`config.mk`:
```
export PLATFORM = sky130hd
export DESIGN_NAME = array_18_ctrl
export DESIGN_NICKNAME = d
export VERILOG_FILES = /design/src/rtl/array_18_ctrl.sv
export SDC_FILE = /design/constraint.sdc
export NUM_CORES = 1
export LEC_CHECK = 0
export ABC_AREA = 1
export ABC_CLOCK_PERIOD_IN_PS = 16000
export BUFFER_PORTS_ARGS = -buffer_cell sky130_fd_sc_hd__buf_2
export CAP_MARGIN = 20
export CORE_AREA = 4 4 271 273
export CTS_CLUSTER_DIAMETER = 60
export DETAILED_ROUTE_END_ITERATION = 10
export DIE_AREA = 0 0 275 277
export GPL_TIMING_DRIVEN = 0
export MAX_ROUTING_LAYER = met4
export PLACE_DENSITY = 0.54
export REMOVE_ABC_BUFFERS = 1
export SYNTH_ARGS = -nofsm -noshare
export SYNTH_HDL_FRONTEND = slang
export SYNTH_SLANG_ARGS = --single-unit
```
`constraint.sdc`:
```
create_clock -name clock -period 16 [get_ports clock]
set_clock_uncertainty 0.2 [all_clocks]
set_input_delay 2.4 -clock clock [delete_from_list [all_inputs] [get_ports clock]]
set_output_delay 2.4 -clock clock [all_outputs]
set_load 0.02 [all_outputs]
```
`src/rtl/array_18_ctrl.sv`:
```
// Sequencer/arbiter in front of a single-port masked SRAM macro: zero-fills the
// array after reset, then round-robins the RW port between one writer and one reader.
module array_18_ctrl #(
    parameter int ADDR_W  = 12,
    parameter int DATA_W  = 160,
    parameter int LANES   = 10,
    parameter int INIT_EN = 1
) (
    input  logic              clock,
    input  logic              reset,
    output logic              init_done,
    input  logic              wr_valid,
    output logic              wr_ready,
    input  logic [ADDR_W-1:0] wr_addr,
    input  logic [LANES-1:0]  wr_mask,
    input  logic [DATA_W-1:0] wr_data,
    input  logic              rd_valid,
    output logic              rd_ready,
    input  logic [ADDR_W-1:0] rd_addr,
    output logic              resp_valid,
    input  logic              resp_ready,
    output logic [DATA_W-1:0] resp_data,
    output logic              mem_en,
    output logic              mem_wmode,
    output logic [ADDR_W-1:0] mem_addr,
    output logic [LANES-1:0]  mem_wmask,
    output logic [DATA_W-1:0] mem_wdata,
    input  logic [DATA_W-1:0] mem_rdata
);

    typedef enum logic {ST_INIT, ST_RUN} state_t;
    localparam state_t RST_STATE = (INIT_EN != 0) ? ST_INIT : ST_RUN;

    state_t            state;
    logic [ADDR_W-1:0] init_cnt;
    logic              rd_vld_p1;
    logic              rd_pri;

    logic              hold_wmode;
    logic [ADDR_W-1:0] hold_addr;
    logic [LANES-1:0]  hold_mask;
    logic [DATA_W-1:0] hold_data;

    logic run;
    logic rd_elig;
    logic wr_elig;
    logic rd_grant;
    logic wr_grant;

    // A read may issue only when nothing is inflight and the response slot frees this cycle.
    assign run      = (state == ST_RUN);
    assign rd_elig  = run && rd_valid && !rd_vld_p1 && (!resp_valid || resp_ready);
    assign wr_elig  = run && wr_valid;
    assign rd_grant = rd_elig && (rd_pri || !wr_elig);
    assign wr_grant = wr_elig && !rd_grant;
    assign rd_ready = rd_grant;
    assign wr_ready = wr_grant;

    always_comb begin
        mem_en    = 1'b0;
        mem_wmode = hold_wmode;
        mem_addr  = hold_addr;
        mem_wmask = hold_mask;
        mem_wdata = hold_data;
        if (!reset) begin
            mem_en = 1'b0;
        end else if (state == ST_INIT) begin
            mem_en    = 1'b1;
            mem_wmode = 1'b1;
            mem_addr  = init_cnt;
            mem_wmask = '1;
            mem_wdata = '0;
        end else if (wr_grant) begin
            mem_en    = 1'b1;
            mem_wmode = 1'b1;
            mem_addr  = wr_addr;
            mem_wmask = wr_mask;
            mem_wdata = wr_data;
        end else if (rd_grant) begin
            mem_en    = 1'b1;
            mem_wmode = 1'b0;
            mem_addr  = rd_addr;
        end
    end

    // Idle cycles replay the last issued command fields to keep macro pins quiet.
    always_ff @(posedge clock) begin
        if (mem_en) begin
            hold_wmode <= mem_wmode;
            hold_addr  <= mem_addr;
            hold_mask  <= mem_wmask;
            hold_data  <= mem_wdata;
        end
    end

    always_ff @(posedge clock or negedge reset) begin
        if (!reset) begin
            state      <= RST_STATE;
            init_done  <= (INIT_EN == 0);
            init_cnt   <= '0;
            rd_vld_p1  <= 1'b0;
            rd_pri     <= 1'b1;
            resp_valid <= 1'b0;
            resp_data  <= '0;
        end else begin
            case (state)
                ST_INIT: begin
                    init_cnt <= init_cnt + 1'b1;
                    if (&init_cnt) begin
                        state     <= ST_RUN;
                        init_done <= 1'b1;
                    end
                end
                ST_RUN: begin
                    if (rd_grant) begin
                        rd_pri <= 1'b0;
                    end else if (wr_grant) begin
                        rd_pri <= 1'b1;
                    end
                end
                default: state <= RST_STATE;
            endcase

            // p1: macro data arrives; a capture takes priority over a handshake clear.
            rd_vld_p1 <= rd_grant;
            if (rd_vld_p1) begin
                resp_valid <= 1'b1;
                resp_data  <= mem_rdata;
            end else if (resp_ready) begin
                resp_valid <= 1'b0;
            end
        end
    end

endmodule

```
==> impl_metrics.py, run 1 <==
metrics = {
    "routing": {
        "drt-initial-drc-count": 733,
        "dr_total_vias": 13300,
        "drc": 0,
        "first_pass_iters": 4,
        "wl_per_cell_um": 18.3,
        "ant_nets": 0,
        "via_per_inst": 3.99,
        "drt-total-wl_um": 61000,
    },
    "clocking": {
        "cts_resized": 0,
        "cts_inserted_buffers": 48,
        "clk_pin_slew_worst_paths_ps": 60,
        "root_buffer": "clkbuf_16",
        "holdBufCountCts": 0,
        "cts_tree": "done",
        "cts.sinks": 360,
        "cts_setup_buffers": 0,
        "ctsHtreeMaxLevel": 2,
        "clk_latency_ps": 580,
        "clock_path_buffers": 3,
    },
    "floorplanning": {
        "coreArea_um2": 71100,
        "die_w_um": 275,
        "die_h_um": 277,
        "ios": 707,
        "rows": 98,
        "die-area_um2": 76200,
        "start_util": 0.234,
    },
    "setup_path": {
        "slowest_stage": "nor2_4",
        "startpoint_type": "primary input",
        "crit_path_cell_trace": "buf_8, inv_1, nor2_4, inv_1, buf_16, nand2_1, buf_16, nand2_1, nand2_1, inv_1, buf_2",
        "slowest_delay_ps": 750,
        "arrival_ps": 5970,
        "setup.worst_path.end_class": "primary output",
        "path_class": "primary input to primary output",
        "cp_max_fo": 79,
        "worstPathRequired_ps": 13400,
    },
    "layout": {
        "final_cell_area_um2": 22900,
        "nFillCells": 7458,
        "layout_common_cells": "buf_2, nand2_1, inv_1",
        "nNetsFinal": 2680,
        "final_common_cell": "buf_2",
        "drive_above_1_share": 0.411,
        "area_growth_pct": 38.0,
    },
    "pwr": {
        "ir_worst_vdd_uv": 91.4,
        "powerDensity_nw_per_um2": 97.8,
        "fin_total_pwr_mw": 2.24,
        "p_leak_nw": 12.6,
    },
    "logic_synthesis": {
        "avgSynthCellArea_um2": 10.2,
        "synth.top_cell.area_share": 0.331,
        "ys.warnings.count": 0,
        "synth_seq_area_share": 0.597,
        "syn-cell-area_um2": 16600,
        "yosysTopAreaCell": "edfxtp_1",
        "synthTopCellsByArea": "edfxtp_1, dfrtp_1, mux2_2",
        "syn_inst": 1632,
        "yosysUniqueCellTypes": 28,
        "synth-seq-cells": 360,
    },
    "status": {
        "status": "complete, no violations",
    },
    "timing": {
        "slew_headroom": 0.395,
        "worst_pin_slew_ps": 907,
        "rsz0062_at_grt": "no",
        "clock.fmax_ghz": 0.117,
        "drv_slew": 0,
        "setup_tns_ps": 0,
        "hold_ws_ps": 262,
        "setup_viol": 0,
        "period_minus_slack_ps": 8570,
        "post-route-period-util": 0.536,
        "final-hold-violation-count": 0,
    },
    "job": {
        "maxCapViolCount": 0,
    },
    "grt": {
        "antenna_found_initial": 33,
        "overflow": 0,
        "grt_pass1_wl_um": 87400,
        "grt_usage": 0.158,
        "grt_pass1_vias": 13000,
        "grt_max_degree": 106,
    },
    "placed_design": {
        "place_hpwl_um": 48000,
        "placed_area_um2": 21300,
        "place_congestion": 0.833,
        "port_buffers": 706,
    },
    "worst_hold_path": {
        "worst_hold_path_type": "flop to flop",
    },
}
==> worst paths after layout <==
kind	to	start	cells after the start	slack [ps]
min in group asynchronous	resp_data[106]$_DFFE_PN0P_	reset	1	1610
max reg2reg	hold_data[29]$_DFFE_PP_	rd_vld_p1$_DFF_PN0_	8	11480
min reg2reg	init_done$_DFFE_PN0P_	init_done$_DFFE_PN0P_	2	260
max	mem_wdata[30]	reset	11	7430
min	init_done$_DFFE_PN0P_	init_done$_DFFE_PN0P_	2	260
max in group asynchronous	resp_data[98]$_DFFE_PN0P_	reset	2	13040
==> cells in the mapped netlist <==
cell type / instances
clkinv_1: 17
nand2_1: 341
xnor2_1: 2
nand4_1: 1
xor2_1: 7
buf_6: 1
dfstp_2: 1
ha_1: 1
nand2_2: 1
o21ai_0: 2
buf_1: 5
buf_4: 21
o21bai_1: 110
o31ai_1: 1
buf_2: 29
nor2_1: 167
a21oi_1: 6
dfrtp_1: 176
a21oi_2: 2
inv_2: 2
nand3_1: 63
inv_1: 302
mux2_2: 160
nand3_4: 1
clkbuf_1: 28
o21ai_1: 1
nor3_1: 1
edfxtp_1: 183
==> final cells by class <==
cell class                 count  area, um2  area share
clock inverter                23        213     0.00928
timing repair buffer         722       3940       0.172
clock buffer                  61       1320      0.0576
tap                          950       1190      0.0519
multi-input combinational    867       5060       0.221
sequential                   360       9930       0.433
antenna                       27       67.6     0.00295
inverter                     321       1200      0.0526
==> critical path, delay by kind of cell <==
kind | cells | cell delay (ps)
buffers and inverters | 7 | 2170
AND/OR/NAND/NOR | 4 | 1300
==> metal layers <==
layer	part of all wire	vias to the layer above	GRT usage
met5	0	-	-
met4	0.049	0	0.0679
met3	0.11	109	0.0681
met2	0.48	519	0.265
met1	0.36	6090	0.161
li1	-	6567	-
==> registers in the layout, summed over array words and instances, names as in the netlist <==
name        count
hold_data     160
resp_data     160
hold_addr      12
init_cnt       12
hold_mask      10
hold_wmode      1
init_done       1
rd_pri          1
rd_vld_p1       1
resp_valid      1
run             1
==> power by group <==
group          switching [mW]  leakage [nW]  internal (mW)
Clock                   0.435         0.761          0.607
Combinational           0.115          7.58         0.0748
Sequential            0.00572          4.29           1.01
Total                   0.556          12.6           1.69
==> through the flow <==
stage,instances,worst slack [ps],util
2_1_floorplan,1548,5240,-
3_3_place_gp,3204,-5110,0.294
3_5_place_dp,3220,7190,0.300
4_1_cts,3304,7200,0.321
5_1_grt,3331,6980,0.322
6_report,3331,7430,0.322
==> logic make-up (layout without fill, tap and decap cells) <==
kind of cell / Yosys count / after routing / synth area share
adders and majority gates: 1 / 1 / 0.000753
and+or+nand+nor: 575 / 575 / 0.136
muxes: 160 / 160 / 0.108
xor gates and xnor gates: 9 / 9 / 0.00474
DFF: 360 / 360 / 0.597
AOI/OAI and AO/OA: 122 / 122 / 0.0539
other: 0 / 27 / 0
buffers and inverters: 405 / 1127 / 0.0989
Power figures use the tool's default switching activity.
==> run 2, diff against run 1 <==
Settings changed: ABC_AREA 1 to 0, ABC_CLOCK_PERIOD_IN_PS 16000 to 9000, CORE_AREA 4 4 271 273 to 4 4 273 275, DIE_AREA 0 0 275 277 to 0 0 277 279, PLACE_DENSITY 0.54 to 0.51.
Clock period 16 ns to 9 ns, I/O delays scaled along.
==> impl_metrics.py, run 2 <==
metrics = {
    "layout": {
        "final_common_cell": "buf_2",
        "nNetsFinal": 2219,
        "drive_above_1_share": 0.509,
        "multiInputGateArea_um2": 4610,
        "top_regs": "hold_data (160), resp_data (160)",
        "nFillCells": 7611,
        "final_cell_area_um2": 21300,
        "final-seq-area_um2": 9930,
        "layout_common_cells": "buf_2, nand2_1, edfxtp_1",
        "area_growth_pct": 42.4,
    },
    "timing": {
        "clock.fmax_ghz": 0.181,
        "slew_headroom": 0.401,
        "setup_viol": 0,
        "period_minus_slack_ps": 5520,
        "post-route-period-util": 0.613,
        "worst_pin_slew_ps": 898,
        "rsz0062_at_grt": "no",
        "final-hold-violation-count": 0,
        "drv_slew": 0,
    },
    "clocking": {
        "ctsHtreeMaxLevel": 2,
        "cts_inserted_buffers": 48,
        "clk_pin_slew_worst_paths_ps": 50,
        "cts_resized": 0,
        "cts_setup_buffers": 0,
        "cts.sinks": 360,
        "clk_latency_ps": 570,
        "holdBufCountCts": 0,
        "cts_tree": "done",
        "root_buffer": "clkbuf_16",
        "clock_path_buffers": 3,
    },
    "setup_path": {
        "reg2reg_depth": 6,
        "slowest_stage": "buf_8",
        "setup.worst_path.end_class": "primary output",
        "critical_path_depth": 10,
        "slowest_delay_ps": 450,
        "path_class": "primary input to primary output",
        "startpoint_type": "primary input",
        "worstPathRequired_ps": 7450,
        "r2r_setup_slack_ps": 5570,
        "crit_path_end": "mem_wdata[72]",
        "crit_top_cell": "buf_12",
        "cp_max_fo": 84,
        "r2r_end": "hold_data[15]$_DFFE_PP_",
        "arrival_ps": 3970,
        "reg2reg_from": "rd_vld_p1$_DFF_PN0_",
        "critPathLaunch": "reset",
        "crit_path_cell_trace": "buf_8, nand3_1, a31oi_4, buf_12, buf_16, buf_12, buf_12, nand2_1, a21oi_1, buf_2",
        "cp_top_family": "buffers and inverters",
        "crit_buf_inv": 6,
    },
    "logic_synthesis": {
        "syn_inst": 1167,
        "synth_commonest_cells": "nand2_1, edfxtp_1, dfrtp_1",
        "synth_edf_count": 183,
        "synthFlopType": "edfxtp_1",
        "async_reset_ff_frac": 0.492,
        "syn-cell-area_um2": 14900,
        "avgSynthCellArea_um2": 12.8,
        "synth_seq_area_share": 0.664,
        "synth.top_cell.area_share": 0.368,
        "yosysTopAreaCell": "edfxtp_1",
        "yosysUniqueCellTypes": 40,
        "ys.warnings.count": 0,
        "synthTopCellsByArea": "edfxtp_1, dfrtp_1, mux2_2",
        "synth_most_common_cell": "nand2_1",
        "synth-seq-cells": 360,
    },
    "grt": {
        "grt_use_met3": 0.0532,
        "antenna_found_initial": 23,
        "grt_pass1_wl_um": 79800,
        "grt_pass1_vias": 12400,
        "busiest_layer": "met2",
        "grt_use_met1": 0.151,
        "grt_max_degree": 124,
        "grt_use_met2": 0.229,
        "overflow": 0,
        "grt_usage": 0.137,
    },
    "floorplanning": {
        "die-area_um2": 77300,
        "die_h_um": 279,
        "coreArea_um2": 72300,
        "start_util": 0.206,
        "die_w_um": 277,
        "rows": 99,
        "ios": 707,
    },
    "routing": {
        "drt-initial-drc-count": 645,
        "drc": 0,
        "wl_per_cell_um": 18.9,
        "ant_nets": 0,
        "first_pass_iters": 4,
        "drt-total-wl_um": 54300,
        "dr_total_vias": 12000,
        "via_per_inst": 4.18,
    },
    "job": {
        "maxCapViolCount": 0,
    },
    "pwr": {
        "p_leak_nw": 10.2,
        "ir_worst_vdd_uv": 148,
        "powerDensity_nw_per_um2": 193,
        "fin_total_pwr_mw": 4.11,
    },
    "status": {
        "status": "complete, no violations",
    },
    "worst_hold_path": {
        "worst_hold_path_type": "flop to flop",
    },
    "placed_design": {
        "placed_area_um2": 19600,
        "port_buffers": 706,
        "place_congestion": 0.878,
        "place_hpwl_um": 41900,
    },
}
run 2: worst min-delay path by stage:
stage,from,slack [ps],depth (start not counted),to
2_1_floorplan,init_cnt[10]$_DFFE_PN0N_,260,1,init_cnt[10]$_DFFE_PN0N_
3_3_place_gp,init_done$_DFFE_PN0P_,250,1,init_done$_DFFE_PN0P_
3_5_place_dp,init_done$_DFFE_PN0P_,260,1,init_done$_DFFE_PN0P_
4_1_cts,init_done$_DFFE_PN0P_,270,1,init_done$_DFFE_PN0P_
5_1_grt,init_done$_DFFE_PN0P_,280,1,init_done$_DFFE_PN0P_
6_report,init_done$_DFFE_PN0P_,270,1,init_done$_DFFE_PN0P_
run 2: logic make-up (layout without fill, tap and decap cells):
| kind of cell | Yosys count | in the layout | synth area share |
|---|---|---|---|
| other | 0 | 21 | 0 |
| buffers and inverters | 85 | 814 | 0.0284 |
| AOI/OAI and AO/OA | 196 | 196 | 0.0829 |
| xor gates and xnor gates | 11 | 11 | 0.00645 |
| adders and majority gates | 1 | 1 | 0.000837 |
| DFF | 360 | 360 | 0.664 |
| muxes | 161 | 161 | 0.121 |
| and+or+nand+nor | 353 | 353 | 0.0956 |
run 2: area by class of cell:
type	count	area share
Multi-Input combinational cell	722	0.217
Sequential cell	360	0.467
Antenna cell	21	0.00247
Timing Repair Buffer	722	0.183
Inverter	5	0.00123
Clock inverter	17	0.00923
Clock buffer	70	0.0641
Tap cell	959	0.0564
run 2: metrics by stage:
stage,worst slack (ps),util,TNS (ps),cells,hold WS (ps)
global placement,-5510,0.266,-1789550,2752,252
finish,3480,0.294,0,2876,273
detailed placement,3460,0.271,0,2767,260
floorplan,523,-,0,1087,264
CTS,3450,0.293,0,2854,272
global route,3250,0.294,0,2875,285
run 2: per-layer routing:
layer | wire length, um | vias up
met2 | 26100 | 537
met3 | 5250 | 93
li1 | - | 5597
met1 | 21000 | 5789
met4 | 1900 | 0
met5 | 0 | -
run 2: power by group:
group / switching (mW) / leakage [nW] / total (mW) / internal [mW]
Clock: 0.739 / 0.757 / 1.88 / 1.14
Sequential: 0.0253 / 4.21 / 1.84 / 1.81
Combinational: 0.239 / 5.19 / 0.386 / 0.147
